[src/rtl/seg7_pkg.sv]
// -----------------------------------------------------------------------------
// seg7_pkg
// Shared types for the seven-segment display arbiter.
//   state_t  : arbiter FSM states (idle, A owns display, B owns display)
//   req_id_t : requester identity, used to remember who was served last
//   digit_t  : one 4-bit digit code for the segment7 driver
//   word_t   : one 16-bit requester value (four digits, D1 in [3:0])
// -----------------------------------------------------------------------------
package seg7_pkg;

    typedef enum logic [1:0] {
        ST_IDLE   = 2'd0,
        ST_SHOW_A = 2'd1,
        ST_SHOW_B = 2'd2
    } state_t;

    typedef enum logic {
        RID_A = 1'b0,
        RID_B = 1'b1
    } req_id_t;

    typedef logic [3:0]  digit_t;
    typedef logic [15:0] word_t;

endpackage

[src/rtl/seg7_dwell_timer.sv]
// -----------------------------------------------------------------------------
// seg7_dwell_timer
// Saturating dwell counter. Counts cycles the current holder has owned the
// display and flags when the minimum dwell has been served.
// Parameters:
//   DWELL     : minimum hold time in cycles (>= 2)
// Ports:
//   clk_i     : system clock
//   rst_ni    : asynchronous active-low reset
//   clr_i     : synchronous clear to 0 (has priority over inc_i)
//   inc_i     : count up by one, saturating at DWELL-1
//   expired_o : count has reached DWELL-1
// -----------------------------------------------------------------------------
module seg7_dwell_timer #(
    parameter int DWELL = 40_000_000
) (
    input  logic clk_i,
    input  logic rst_ni,
    input  logic clr_i,
    input  logic inc_i,
    output logic expired_o
);

    localparam int CW = $clog2(DWELL);
    localparam logic [CW-1:0] CNT_LAST = CW'(DWELL - 1);

    logic [CW-1:0] count_q;
    logic [CW-1:0] count_d;

    always_comb begin
        count_d = count_q;
        if (clr_i) begin
            count_d = '0;
        end else if (inc_i && (count_q != CNT_LAST)) begin
            count_d = count_q + 1'b1;
        end
    end

    always_ff @(posedge clk_i or negedge rst_ni) begin
        if (!rst_ni) begin
            count_q <= '0;
        end else begin
            count_q <= count_d;
        end
    end

    assign expired_o = (count_q == CNT_LAST);

endmodule

[src/rtl/seg7_arb.sv]
// -----------------------------------------------------------------------------
// seg7_arb
// Two-requester round-robin arbiter in front of the segment7 driver. Grants
// the four-digit display to one requester at a time, holds it for at least
// DWELL cycles while the other is waiting, and streams the granted value
// into the digit registers every cycle.
// Parameters:
//   DWELL        : minimum hold cycles under contention (>= 2)
// Ports:
//   CLK          : system clock
//   IN_CLR       : asynchronous active-low reset
//   REQ_A/REQ_B  : level requests
//   DATA_A/DATA_B: 16-bit values, [3:0] -> D1 ... [15:12] -> D4
//   GNT_A/GNT_B  : current owner (mutually exclusive)
//   D1..D4       : digit codes
//   BUSY         : GNT_A | GNT_B
// Build option:
//   SEG7_ARB_IDLE_CLR_EN : when defined, digits clear to 0 on entry to idle;
//                          otherwise they retain the last granted value.
// -----------------------------------------------------------------------------
module seg7_arb
    import seg7_pkg::*;
#(
    parameter int DWELL = 40_000_000
) (
    input  logic        CLK,
    input  logic        IN_CLR,
    input  logic        REQ_A,
    input  logic [15:0] DATA_A,
    input  logic        REQ_B,
    input  logic [15:0] DATA_B,
    output logic        GNT_A,
    output logic        GNT_B,
    output logic [3:0]  D1,
    output logic [3:0]  D2,
    output logic [3:0]  D3,
    output logic [3:0]  D4,
    output logic        BUSY
);

    state_t  state_q, state_d;
    req_id_t last_q,  last_d;
    word_t   word_q,  word_d;
    logic    expired;
    logic    grant_change;

    // Next-state logic. A dropping holder always yields immediately; a holder
    // still requesting is only preempted once the dwell has been served.
    always_comb begin
        state_d = state_q;
        unique case (state_q)
            ST_IDLE: begin
                if (REQ_A && REQ_B) begin
                    state_d = (last_q == RID_B) ? ST_SHOW_A : ST_SHOW_B;
                end else if (REQ_A) begin
                    state_d = ST_SHOW_A;
                end else if (REQ_B) begin
                    state_d = ST_SHOW_B;
                end
            end
            ST_SHOW_A: begin
                if (!REQ_A) begin
                    state_d = REQ_B ? ST_SHOW_B : ST_IDLE;
                end else if (REQ_B && expired) begin
                    state_d = ST_SHOW_B;
                end
            end
            ST_SHOW_B: begin
                if (!REQ_B) begin
                    state_d = REQ_A ? ST_SHOW_A : ST_IDLE;
                end else if (REQ_A && expired) begin
                    state_d = ST_SHOW_A;
                end
            end
            default: state_d = ST_IDLE;
        endcase
    end

    assign grant_change = (state_d != state_q);

    // Data and "last served" follow the next state so that the digits change
    // on the same edge as the grant.
    always_comb begin
        last_d = last_q;
        word_d = word_q;
        unique case (state_d)
            ST_SHOW_A: begin
                word_d = DATA_A;
                if (grant_change) last_d = RID_A;
            end
            ST_SHOW_B: begin
                word_d = DATA_B;
                if (grant_change) last_d = RID_B;
            end
            default: begin
`ifdef SEG7_ARB_IDLE_CLR_EN
                if (grant_change) word_d = '0;
`else
                word_d = word_q;
`endif
            end
        endcase
    end

    always_ff @(posedge CLK or negedge IN_CLR) begin
        if (!IN_CLR) begin
            state_q <= ST_IDLE;
            last_q  <= RID_B;
            word_q  <= '0;
        end else begin
            state_q <= state_d;
            last_q  <= last_d;
            word_q  <= word_d;
        end
    end

    // Count only while someone holds the display; any grant change restarts it.
    seg7_dwell_timer #(
        .DWELL (DWELL)
    ) u_dwell (
        .clk_i     (CLK),
        .rst_ni    (IN_CLR),
        .clr_i     (grant_change),
        .inc_i     (state_q != ST_IDLE),
        .expired_o (expired)
    );

    assign GNT_A = (state_q == ST_SHOW_A);
    assign GNT_B = (state_q == ST_SHOW_B);
    assign BUSY  = GNT_A | GNT_B;
    assign D1    = word_q[3:0];
    assign D2    = word_q[7:4];
    assign D3    = word_q[11:8];
    assign D4    = word_q[15:12];

endmodule

[config.mk]
export PLATFORM = sky130hd
export DESIGN_NAME = seg7_arb
export DESIGN_NICKNAME = d
export VERILOG_FILES = /design/src/rtl/seg7_pkg.sv /design/src/rtl/seg7_dwell_timer.sv /design/src/rtl/seg7_arb.sv
export SDC_FILE = /design/constraint.sdc
export NUM_CORES = 1
export LEC_CHECK = 0
export BUFFER_PORTS_ARGS = -buffer_cell sky130_fd_sc_hd__buf_2
export CORE_ASPECT_RATIO = 0.8
export CORE_UTILIZATION = 45
export DETAILED_ROUTE_END_ITERATION = 8
export GPL_TIMING_DRIVEN = 0
export HOLD_SLACK_MARGIN = 0.03
export PLACE_DENSITY = 0.65
export RECOVER_POWER = 50
export SYNTH_ARGS = -nofsm -noshare
export SYNTH_HDL_FRONTEND = slang
export SYNTH_SLANG_ARGS = --single-unit
[constraint.sdc]
create_clock -name CLK -period 6.05 [get_ports CLK]
set_clock_uncertainty 0.1 [all_clocks]
set_input_delay 0.605 -clock CLK [delete_from_list [all_inputs] [get_ports CLK]]
set_output_delay 0.605 -clock CLK [all_outputs]
set_load 0.05 [all_outputs]
-- Word level (Yosys, flattened, before mapping)
Index checks and enable logic that the tools add are counted.
- add/subtract/negate cells: 1
- equal/unequal tests: 9
- multiplexer cells: 17
- bitwise operators: 1
- reductions and logical operators: 9
- operators with widths (operator ; count):
    $mux W26 ; 2
    $pmux W16 S2 ; 1
    $add A26 B1 Y26 const B ; 1
    $eq A26 B26 Y1 const B ; 1
    $ne A26 B26 Y1 const B ; 1
    $mux W2 ; 9
    $pmux W2 S3 ; 1
    $reduce_bool A2 Y1 ; 3
    $eq A2 B1 Y1 const B ; 2
    $eq A2 B2 Y1 const B ; 2
    $logic_and A1 B1 Y1 ; 4
    $ne A2 B2 Y1 const B ; 2
    $mux W1 ; 3
    $reduce_and A3 Y1 ; 1
    $logic_not A2 Y1 ; 1
    $ne A2 B2 Y1 ; 1
    $pmux W1 S2 ; 1
    $or A1 B1 Y1 ; 1
- bits in registers: 45
- input port bits: 36

-- Longest topological paths before layout
Gate-level depths: netlist of the first run.
- depth in word-level cells: 8
- depth in mapped cells: 14

-- By module
Synthesis of the first run repeated with hierarchy kept, for this count alone.
- cell total of the unflattened synthesis: 282
- area, all modules: 2633.8 µm²
- modules (own cells, without submodules) (module ; times used ; cells each ; area an instance (µm²) ; sequential area each (µm²)):
    seg7_dwell_timer ; 1 ; 167 ; 1537.7 ; 650.6
    seg7_arb ; 1 ; 115 ; 1096.1 ; 476.7

-- Worst setup path before layout of the first run
No wires, ideal clock.
- path kind: register to register
- start point: register state_q[1]
- end point: register word_q[11]
- library setup time: 0.135 ns
- arrival time: 3.362 ns
- required time: 5.815 ns
- slack: 2.453 ns
- cell stages (with the launch flop): 15
- path buffers: 3
- period minus slack after synthesis: 3.597 ns
- cell sequence: dfrtp_1 -> inv_1 -> ha_1 -> clkbuf_1 -> and3_1 -> a211oi_1 -> o311ai_1 -> o21ai_0 -> or2_2 -> inv_1 -> ha_1 -> clkbuf_1 -> clkbuf_1 -> mux2i_1 -> o21ai_0
- elaborated cells between the ends (all ways): 15
- RTL lines (item ; RTL line ; text):
    start: declaration ; seg7_arb.sv:41 ; state_t state_q, state_d;
    start signal: assignment ; seg7_arb.sv:111 ; state_q <= state_d;
    $eq A2 B1 Y1 (*) ; -- ;
    named net GNT_A ; seg7_arb.sv:32 ; output logic GNT_A,
    $pmux W2 S3 (*) ; seg7_arb.sv:51 ; unique case (state_q)
    named net state_d[1] ; seg7_arb.sv:41 ;
    $eq A2 B2 Y1 / $eq A2 B1 Y1 (equally long branches) ; seg7_arb.sv:86 ; unique case (state_d)
    $pmux W16 S2 / $reduce_bool A2 Y1 (equally long branches) ; -- ;
    end signal: assignment ; seg7_arb.sv:113 ; word_q <= word_d;
    end: declaration ; seg7_arb.sv:43 ; word_t word_q, word_d;
Mark *: on every way through the listed nets, which the timed path passes. The rest lies on a longest branch.
A chain may end at the register's enable or synchronous reset.

-- Worst setup path in the final report of the first run
- start point: register state_q[1]
- end point: register word_q[11]
- longest elaborated chain between the ends: 6
- elaborated cells between the ends (all ways): 15
- RTL lines (item ; RTL line ; text):
    $mux W2 ; seg7_arb.sv:57 ; end else if (REQ_B) begin
    $mux W2 ; seg7_arb.sv:55 ; end else if (REQ_A) begin
    $mux W2 ; seg7_arb.sv:53 ; if (REQ_A && REQ_B) begin
    $pmux W2 S3 (*) ; seg7_arb.sv:51 ;
    named net state_d[1] ; seg7_arb.sv:41 ;
    $eq A2 B2 Y1 / $eq A2 B1 Y1 (equally long branches) ; seg7_arb.sv:86 ;
    $pmux W16 S2 / $reduce_bool A2 Y1 (equally long branches) ; -- ;
Marked as above.

==> flow_summary_export.csv, run 1 <==
group,metric,value,unit
yosys,netlist_top_cells_count,"44 x dfrtp_1, 37 x nand2_1, 34 x nor2_1",
sta,fin_crit,3.88,ns
finish,post_route_cells_drive_above_1_share,18.1,%
yosys,synth_area_leaders,"dfrtp_1 43%, mux2i_1 6.7%, xor2_1 5.5%",
yosys,yosysMostFrequentCell,"dfrtp_1",
critical_path,critPathCapture,"word_q[11]",
critical_path,worstSetupPathType,"reg2reg",
critical_path,endpoint_kind,"flop",
hold_path,hold_path_class,"reg2reg",
outcome,status,"finished with violations",
yosys,ys_types,41,
finish,num_antenna_cells,0,
yosys,yosysTopAreaCellShare,43.5,%
grt,grt_usage,18.8,%
clock_network,clock_latency,0.29,ns
route,drc,0,
grt,grt_pass1_wl,8.94,mm
run,drv_cap,1,
floorplan,fp.dieH,69.1,µm
critical_path,slowest_delay,0.59,ns
critical_path,crit_chain,"inv_1, ha_1, clkbuf_1, and3_1, a211oi_1, o311ai_1, o21ai_0, or2_2, inv_1, ha_1, clkbuf_1, clkbuf_1, mux2i_1, o21ai_0",
route,drt_iter0_markers,95,
power_and_ir_drop,leakage,1.37,nW
clock_network,clockBufferDepth,2,
sta,setup_viol,0,
floorplan,core-area,5440,µm²
clock_network,numCtsBuffers,5,
power_and_ir_drop,power.density,504,nW/µm²
clock_network,cts_setup_buffers,0,
critical_path,r2r_end,"word_q[11]",
route,vias,2031,
clock_network,path_clk_slew,0.08,ns
clock_network,cts_tree,"built",
route,post_drt_wl_per_cell,12.6,µm
yosys,synth_enable_flop_cells,0,
yosys,synthesis.area,2530,µm²
yosys,ys_async_sr_fraction,100,%
critical_path,cp-startpoint,"state_q[1]",
finish,nets,373,
grt,antenna_found_initial,0,
grt,grt_pass1_vias,1919,
sta,finalSetupTns,0,ns
yosys,synth_flop_cell,"dfrtp_1",
critical_path,start_kind,"flop",
sta,max_freq,258,MHz
grt,grt_max_degree,46,
route,wirelength,5.16,mm
grt,grt-ovfl-total,0,
floorplan,initial_utilization,46.6,%
yosys,syn-num-nets,313,
critical_path,r2r-start,"state_q[1]",
floorplan,dieArea,5940,µm²
critical_path,critPathRequiredTime,6.11,ns
critical_path,slowest_stage,"clkbuf_1",
finish,utilization,55.1,%
route,first_pass_iters,6,
yosys,yosysTopAreaCell,"dfrtp_1",
clock_network,cts_resized,0,
placed_design,io_buffers,53,
clock_network,cts.hold.buffers_added,0,
sta,slew_headroom,-58.1,%
route,drtAntennaViolNets,0,
yosys,syn_inst,270,
finish,syn2layout_area_growth,18.2,%
clock_network,cts.sinks,45,
sta,fin_crit_sh,64.2,%
critical_path,reg2regPathDepth,14,
sta,worst-slew-pin-transition,2.37,ns
floorplan,fp-row-count,24,
placed_design,gp_congestion,0.817,
yosys,synth-seq-cells,45,
critical_path,reg2reg_slack,2.17,ns
critical_path,cpMostUsedCell,"clkbuf_1",
route,vias_per_cell,4.97,
placed_design,dp_hpwl,3.72,mm
outcome,violations,"max-capacitance violations, max-slew violations",
power_and_ir_drop,vdd_drop_max,0.243,mV
yosys,ys_seq_area_share,44.5,%
clock_network,cts-root-buf,"clkbuf_8",
yosys,ys_warn_count,0,
critical_path,worst-endpoint-arrival,3.94,ns
sta,rsz0062_at_grt,"false",
floorplan,die_width,85.9,µm
clock_network,h-tree-depth,2,
critical_path,worst-path-max-fanout,10,
hold_path,hold_depth,2,
sta,slew_violations,46,
yosys,avgSynthCellArea,9.38,µm²
floorplan,ios,55,
sta,hold_viol,0,
-- cell families after synthesis --
| kind of cell | count (synthesis) | synth area share, % |
|---|---|---|
| and+or+nand+nor | 119 | 24.0 |
| DFF | 45 | 44.5 |
| xor gates and xnor gates | 25 | 8.64 |
| AOI/OAI and AO/OA | 39 | 9.48 |
| buffers and inverters | 18 | 3.26 |
| muxes | 17 | 6.72 |
| adders and majority gates | 7 | 3.46 |
-- layer usage --
metal | wire length, µm | vias to the layer above | part of all wire (%) | track usage [%]
met2 | 2240 | 30 | 43 | 27.8
met1 | 2740 | 947 | 53 | 28.2
met4 | 39 | 0 | 0.76 | 4.63
met3 | 141 | 4 | 2.7 | 3.59
li1 | - | 1050 | - | -
met5 | 0 | - | 0 | 0
-- final cells by class --
class / instances / area (µm²)
clock buffer: 6 / 72.6
sequential: 45 / 1130
timing repair buffer: 53 / 253
multi-input combinational: 207 / 1320
fill: 518 / 2440
clock inverter: 2 / 38.8
tap: 78 / 97.6
inverter: 7 / 26.3
buffer: 11 / 56.3
-- stage by stage --
stage	worst slack, ns	power [mW]	instance area [µm²]	cells	hold slack, ns
finish	2.17	1.51	3000	409	0.388
global route	1.90	1.63	3000	409	0.402
CTS	2.19	1.53	3010	409	0.388
detailed placement	2.21	1.30	2900	401	0.368
global placement	2.27	1.29	2900	401	0.363
floorplan	2.45	1.10	2530	270	0.209
-- worst max-delay path, delay by kind of cell, from the launching register on --
kind | cells | cell delay (ns)
adder cells (fa/ha/maj) | 2 | 0.30
multiplexers | 1 | 0.27
AND/OR/NAND/NOR | 2 | 0.53
buffers and inverters | 5 | 1.61
AO/OA/AOI/OAI | 4 | 0.42
flip-flops | 1 | 0.50
-- cells in the final DEF, fill, tap and decap left out, types with 5 or more instances in the layout --
master	count
mux2i_1	17
xnor2_1	9
ha_1	7
xor2_1	16
buf_2	43
o21ai_0	23
nor2_1	34
inv_1	7
nand3_1	13
and4_1	6
dfrtp_1	44
clkbuf_8	5
and3_1	6
nand2_1	37
clkbuf_1	20
-- sequential cells by signal, indices dropped and copies added (netlist names) --
signal	flops
u_dwell.count_q	26
word_q	16
state_q	2
last_q	1
-- power by group --
part           switching (mW)  leakage [nW]  internal, mW
sequential             0.0491         0.596         0.379
combinational           0.604         0.716         0.254
clock                   0.100        0.0554         0.124
-- worst min-delay path by stage --
stage	start	to	slack [ns]
5_1_grt	last_q	last_q	0.40
2_1_floorplan	IN_CLR	state_q[0]	0.21
3_5_place_dp	word_q[4]	word_q[4]	0.37
3_3_place_gp	word_q[6]	word_q[6]	0.36
6_report	word_q[8]	word_q[8]	0.39
4_1_cts	last_q	last_q	0.39
Note: power is estimated with default switching activity, not from simulation.
==> run 2, diff against run 1 <==
--- a/config.mk
+++ b/config.mk
@@ -5,6 +5,7 @@
 export SDC_FILE = /design/constraint.sdc
 export NUM_CORES = 1
 export LEC_CHECK = 0
+export ABC_AREA = 1
 export BUFFER_PORTS_ARGS = -buffer_cell sky130_fd_sc_hd__buf_2
 export CORE_ASPECT_RATIO = 0.8
 export CORE_UTILIZATION = 45
==> constraint.sdc (replaced) <==
create_clock -name CLK -period 3.9 [get_ports CLK]
set_clock_uncertainty 0.1 [all_clocks]
set_input_delay 0.39 -clock CLK [delete_from_list [all_inputs] [get_ports CLK]]
set_output_delay 0.39 -clock CLK [all_outputs]
set_load 0.05 [all_outputs]
==> run 2 against run 1 <==
The flow still finishes with violations (max-capacitance violations, max-slew violations). Sequential power rose by 55%. Hold slack got worse by 0.16 ns. Register-to-register slack got worse by 1.3 ns. Critical endpoint unchanged. Area after synthesis rose by 0.44%. Clock power rose by 58%. First-iteration DRC count rose by 4.2%. Combinational power rose by 70%. Count of clock-buffer cells in the layout did not move.
==> flow_summary_export.csv, run 2 <==
group,metric,value,unit
outcome,status,"finished with violations",
sta,finalSetupTns,0,ns
yosys,syn_inst,325,
finish,utilization,55.4,%
critical_path,r2r-start,"u_dwell.count_q[0]",
yosys,yosysMostFrequentCell,"nand2_1",
floorplan,fp.dieH,69.3,µm
placed_design,post-place-ws,0.849,ns
floorplan,core-area,5440,µm²
yosys,synth-seq-cells,45,
yosys,avgSynthCellArea,7.83,µm²
finish,final_common_cell,"nand2_1",
finish,final_cell_area,3010,µm²
critical_path,crit_chain,"ha_1, nand2_2, nor2_2, nand2_1, nor2_2, nand3_1, a21oi_1, nand2_1, nand2_2, inv_1, ha_1, clkbuf_1, inv_1, clkbuf_1, nor2_1, a21oi_1",
clock_network,cts.hold.buffers_added,0,
yosys,synth_flop_cell,"dfrtp_1",
sta,setup_slack,0.858,ns
clock_network,path_clk_slew,0.09,ns
critical_path,reg2regPathDepth,16,
power_and_ir_drop,leakage,1.35,nW
critical_path,cp.depth,16,
finish,reg_top3,"u_dwell.count_q: 26 flops, word_q: 16 flops, state_q: 2 flops",
route,drt-met1-wl,2.90,mm
route,drc,0,
route,drtAntennaViolNets,0,
floorplan,initial_utilization,46.8,%
finish,nets,429,
critical_path,cp-startpoint,"u_dwell.count_q[0]",
hold_path,min_from,"DATA_A[14]",
run,drv_cap,1,
grt,grt_pass1_vias,2190,
yosys,ys_warn_count,0,
placed_design,dp_hpwl,4.06,mm
yosys,syn-num-nets,368,
hold_path,worstHoldEndpoint,"word_q[14]",
sta,fin_crit,3.04,ns
floorplan,fp-row-count,24,
grt,grt_pass1_wl,9.77,mm
grt,grt_usage,20.4,%
hold_path,hold_path_class,"in2reg",
critical_path,worst-endpoint-arrival,3.16,ns
route,wirelength,5.48,mm
clock_network,cts_tree,"built",
clock_network,numCtsBuffers,5,
sta,hold_viol,0,
yosys,synth_area_leaders,"dfrtp_1 43%, nand2_1 9.1%, a21oi_1 7.3%",
sta,setup_viol,0,
power_and_ir_drop,power.density,822,nW/µm²
route,drt_iter0_markers,99,
yosys,yosysTopAreaCellShare,43.3,%
route,vias_per_cell,4.74,
hold_path,hold_depth,3,
critical_path,start_kind,"flop",
placed_design,gp_congestion,0.852,
grt,grt_max_degree,46,
grt,grt-ovfl-total,0,
route,first_pass_iters,4,
route,met2_length,2.23,mm
critical_path,slowest_stage,"dfrtp_1",
yosys,synthesis.area,2540,µm²
power_and_ir_drop,vdd_drop_max,0.669,mV
finish,top_register,"u_dwell.count_q",
route,vias,2203,
sta,max_freq,329,MHz
floorplan,die_width,86.1,µm
critical_path,path_delay_family,"simple AND/OR/NAND/NOR gates",
finish,syn2layout_area_growth,18.3,%
critical_path,critPathRequiredTime,4.02,ns
placed_design,dpl_cell_area,2910,µm²
clock_network,cts.sinks,45,
outcome,violations,"max-capacitance violations, max-slew violations",
sta,whs,0.227,ns
clock_network,h-tree-depth,2,
clock_network,cts-root-buf,"clkbuf_8",
yosys,ys_seq_area_share,44.3,%
placed_design,dp_cells,457,
yosys,synth_enable_flop_cells,0,
clock_network,clock_latency,0.30,ns
sta,slew_headroom,-59.9,%
route,dr_wl_met3,302,µm
sta,fin_crit_sh,78.0,%
critical_path,worstSetupPathType,"reg2reg",
yosys,ys_async_sr_fraction,100,%
placed_design,io_buffers,54,
finish,layout_common_cells,"62 x nand2_1, 46 x nor2_1, 44 x buf_2, 44 x dfrtp_1, 37 x a21oi_1",
finish,largest_reg_flops,26,
power_and_ir_drop,report.power.total,2.48,mW
finish,final_cell_count_no_fill,465,
sta,worst-slew-pin-transition,2.40,ns
critical_path,endpoint_kind,"flop",
grt,antenna_found_initial,0,
yosys,netlist_top_cells_count,"62 x nand2_1, 46 x nor2_1, 44 x dfrtp_1",
finish,num_antenna_cells,0,
sta,slew_violations,46,
critical_path,r2r_end,"word_q[11]",
finish,post_route_cells_drive_above_1_share,21.7,%
floorplan,dieArea,5960,µm²
sta,rsz0062_at_grt,"false",
clock_network,clockBufferDepth,2,
floorplan,ios,55,
critical_path,slowest_delay,0.40,ns
yosys,ys_types,21,
critical_path,worst-path-max-fanout,10,
yosys,yosysTopAreaCell,"dfrtp_1",
clock_network,cts_resized,0,
clock_network,cts_setup_buffers,0,
critical_path,reg2reg_slack,0.86,ns
critical_path,critPathBufInv,4,
route,top_layer_used,"met4",
route,post_drt_wl_per_cell,11.8,µm
## run 2: kinds of logic (layout without fill, tap and decap cells)
kind of cell	count (synthesis)	in the layout	share of synthesized area, %
adder cells (fa/ha/maj)	7	7	3.44
AND/OR/NAND/NOR	173	173	31.2
flip-flops	45	45	44.3
buffers and inverters	41	103	6.64
XOR/XNOR	19	19	6.54
AO/OA/AOI/OAI	40	40	7.87
## run 2: final cells by class
cell class | instances | area, µm²
Multi-Input combinational cell | 239 | 1250
Timing Repair Buffer | 54 | 258
Inverter | 33 | 124
Clock buffer | 6 | 72.6
Clock inverter | 2 | 38.8
Buffer | 8 | 45.0
Fill cell | 548 | 2420
Sequential cell | 45 | 1130
Tap cell | 78 | 97.6
## run 2: where the power goes
group	switching, mW	total, mW	internal (mW)
clock	0.161	0.354	0.193
sequential	0.0711	0.662	0.591
combinational	1.08	1.46	0.381
## run 2: worst max-delay path by stage
stage               slack (ns)          to
floorplan                 1.15  word_q[10]
global placement          0.88   word_q[6]
detailed placement        0.85  word_q[11]
CTS                       0.83  word_q[11]
global route              0.44  word_q[12]
finish                    0.86  word_q[11]
## run 2: layer usage
layer | up-vias | track usage [%]
met3 | 5 | 5.00
met2 | 65 | 30.2
met1 | 992 | 30.3
met4 | 0 | 4.44
li1 | 1141 | -
met5 | - | 0
## run 2: worst min-delay path: cells and delay by family
family	cells	cell delay [ns]
buf+inv	1	0.10
simple gates	1	0.05
compound gates	1	0.05
==> run 3, diff against run 2 <==
--- a/config.mk
+++ b/config.mk
@@ -12,7 +12,7 @@
 export DETAILED_ROUTE_END_ITERATION = 8
 export GPL_TIMING_DRIVEN = 0
 export HOLD_SLACK_MARGIN = 0.03
-export PLACE_DENSITY = 0.65
+export PLACE_DENSITY = 0.68
 export RECOVER_POWER = 50
 export SYNTH_ARGS = -nofsm -noshare
 export SYNTH_HDL_FRONTEND = slang
==> constraint.sdc (replaced) <==
create_clock -name CLK -period 2.5 [get_ports CLK]
set_clock_uncertainty 0.1 [all_clocks]
set_input_delay 0.25 -clock CLK [delete_from_list [all_inputs] [get_ports CLK]]
set_output_delay 0.25 -clock CLK [all_outputs]
set_load 0.05 [all_outputs]
==> run 3 against run 2 <==
The run now ends clean. Sequential power grew 56%. Combinational power up 75%. Critical endpoint is now word_q[9]. Critical path type unchanged. Wire length rose by 1.7%. Register-to-register slack worse by 0.70 ns. First-iteration DRC count rose by 13%. Via count grew 2.4%. Global-route usage hardly changed. Flip-flop and latch count unchanged. Die area unchanged. Final cell count grew 0.43%. Clock power is 28% higher. Count of clock-buffer cells in the layout unchanged.
==> flow_summary_export.csv, run 3 (same netlist as run 2, synthesis figures left out) <==
group,metric,value,unit
route,first_pass_iters,4,
route,vias_per_cell,4.83,
power_and_ir_drop,leakage,1.38,nW
critical_path,critPathRequiredTime,2.59,ns
finish,utilization,57.2,%
critical_path,worstSetupPathType,"reg2reg",
clock_network,h-tree-depth,2,
floorplan,dieArea,5960,µm²
sta,hold_viol,0,
critical_path,start_kind,"flop",
grt,grt_pass1_vias,2206,
finish,post_route_cells_drive_above_1_share,26.5,%
hold_path,hold_path_class,"in2async",
clock_network,clock_latency,0.30,ns
critical_path,r2r-start,"u_dwell.count_q[1]",
grt,grt_max_degree,46,
clock_network,numCtsBuffers,5,
floorplan,ios,55,
grt,grt_usage,20.4,%
route,post_drt_wl_per_cell,11.9,µm
finish,nets,431,
finish,final_common_cell,"nand2_1",
clock_network,path_clk_slew,0.09,ns
finish,layout_common_cells,"61 x nand2_1, 46 x nor2_1, 46 x buf_2, 44 x dfrtp_1, 37 x a21oi_1",
critical_path,r2r_end,"word_q[9]",
sta,finalSetupTns,0,ns
floorplan,fp-row-count,24,
critical_path,worst-endpoint-arrival,2.43,ns
critical_path,cp-startpoint,"u_dwell.count_q[1]",
route,vias,2256,
power_and_ir_drop,power.density,1300,nW/µm²
clock_network,cts_tree,"built",
sta,worst-slew-pin-transition,1.15,ns
finish,top_register,"u_dwell.count_q",
placed_design,post-place-ws,-0.514,ns
sta,whs,0.0648,ns
grt,antenna_found_initial,0,
finish,reg_top3,"u_dwell.count_q: 26 flops, word_q: 16 flops, state_q: 2 flops",
sta,max_freq,428,MHz
route,drt_iter0_markers,112,
floorplan,fp.dieH,69.3,µm
finish,ff_latch_area,1130,µm²
clock_network,clockBufferDepth,2,
placed_design,io_buffers,54,
clock_network,cts-root-buf,"clkbuf_8",
placed_design,gp_congestion,0.819,
grt,grt-ovfl-total,0,
critical_path,endpoint_kind,"flop",
finish,multi_input_area,1310,µm²
sta,fin_crit,2.34,ns
power_and_ir_drop,report.power.total,4.05,mW
finish,n_fill_cell,515,
route,drc,0,
floorplan,core-area,5440,µm²
grt,grt_pass1_wl,9.64,mm
finish,largest_reg_flops,26,
critical_path,worst-path-max-fanout,10,
finish,num_antenna_cells,0,
critical_path,reg2reg_slack,0.16,ns
outcome,status,"finished clean",
sta,slew_violations,0,
critical_path,reg2regPathDepth,14,
clock_network,cts.sinks,45,
floorplan,initial_utilization,46.8,%
power_and_ir_drop,vdd_drop_max,1.16,mV
sta,setup_viol,0,
route,wirelength,5.58,mm
sta,setup_slack,0.161,ns
floorplan,die_width,86.1,µm
route,drtAntennaViolNets,0,
run,drv_cap,0,
finish,syn2layout_area_growth,22.1,%
sta,slew_headroom,23.4,%
sta,fin_crit_sh,93.5,%
placed_design,dp_hpwl,4.04,mm
==> run 3: final cells by class <==
cell class,instances,share of cell area (%)
multi-input combinational,239,42.0
sequential,45,36.3
timing repair buffer,59,9.63
inverter,33,4.15
tap,78,3.14
clock buffer,6,2.34
buffer,5,1.93
clock inverter,2,0.483
==> run 3: where the power goes <==
part,total (mW),switching (mW),leakage (nW),internal [mW]
Clock,0.453,0.256,0.0374,0.197
Sequential,1.03,0.113,0.578,0.922
Combinational,2.56,1.76,0.764,0.807
Total,4.05,2.13,1.38,1.93
==> run 3: critical path, stage by stage, from the launching register on <==
cell     delay (ns)
dfrtp_1        0.37
ha_2           0.19
nand2_2        0.10
nor2_4         0.12
nand2_2        0.08
nor2_4         0.13
nand3_2        0.10
a21oi_1        0.13
nand2_1        0.11
nand2_2        0.09
inv_1          0.08
ha_4           0.29
buf_8          0.15
a21oi_1        0.13
a21oi_1        0.08
==> run 3: how the worst max path moves through the flow <==
stage | slack, ns | end | cells after the start
floorplan | 0.004 | word_q[10] | 16
global route | -0.01 | word_q[9] | 14
finish | 0.16 | word_q[9] | 14
detailed placement | -0.51 | word_q[14] | 16
global placement | -0.51 | word_q[7] | 16
CTS | 0.001 | word_q[14] | 15
==> run 3: metrics by stage <==
stage	cell area (µm²)	std cells
floorplan	2570	325
global placement	2940	457
detailed placement	2940	457
CTS	3050	463
global route	3110	467
finish	3110	467
==> run 3: timing repair <==
item	in CTS	in global routing
pin swaps	0	3
buffers inserted	1	4
hold buffers	0	0
resized for setup	10	16
endpoints found under the setup margin	17	17
==> run 3: metal layers <==
metal  GRT usage, %  up-vias  share of wire (%)  routed length (µm)
li1               -     1145                  -                   -
met1           28.8     1042                 51                2870
met2           31.2       67                 42                2350
met3           5.71        2                5.8                 325
met4           4.44        0               0.52                  29
met5              0        -                  0                   0
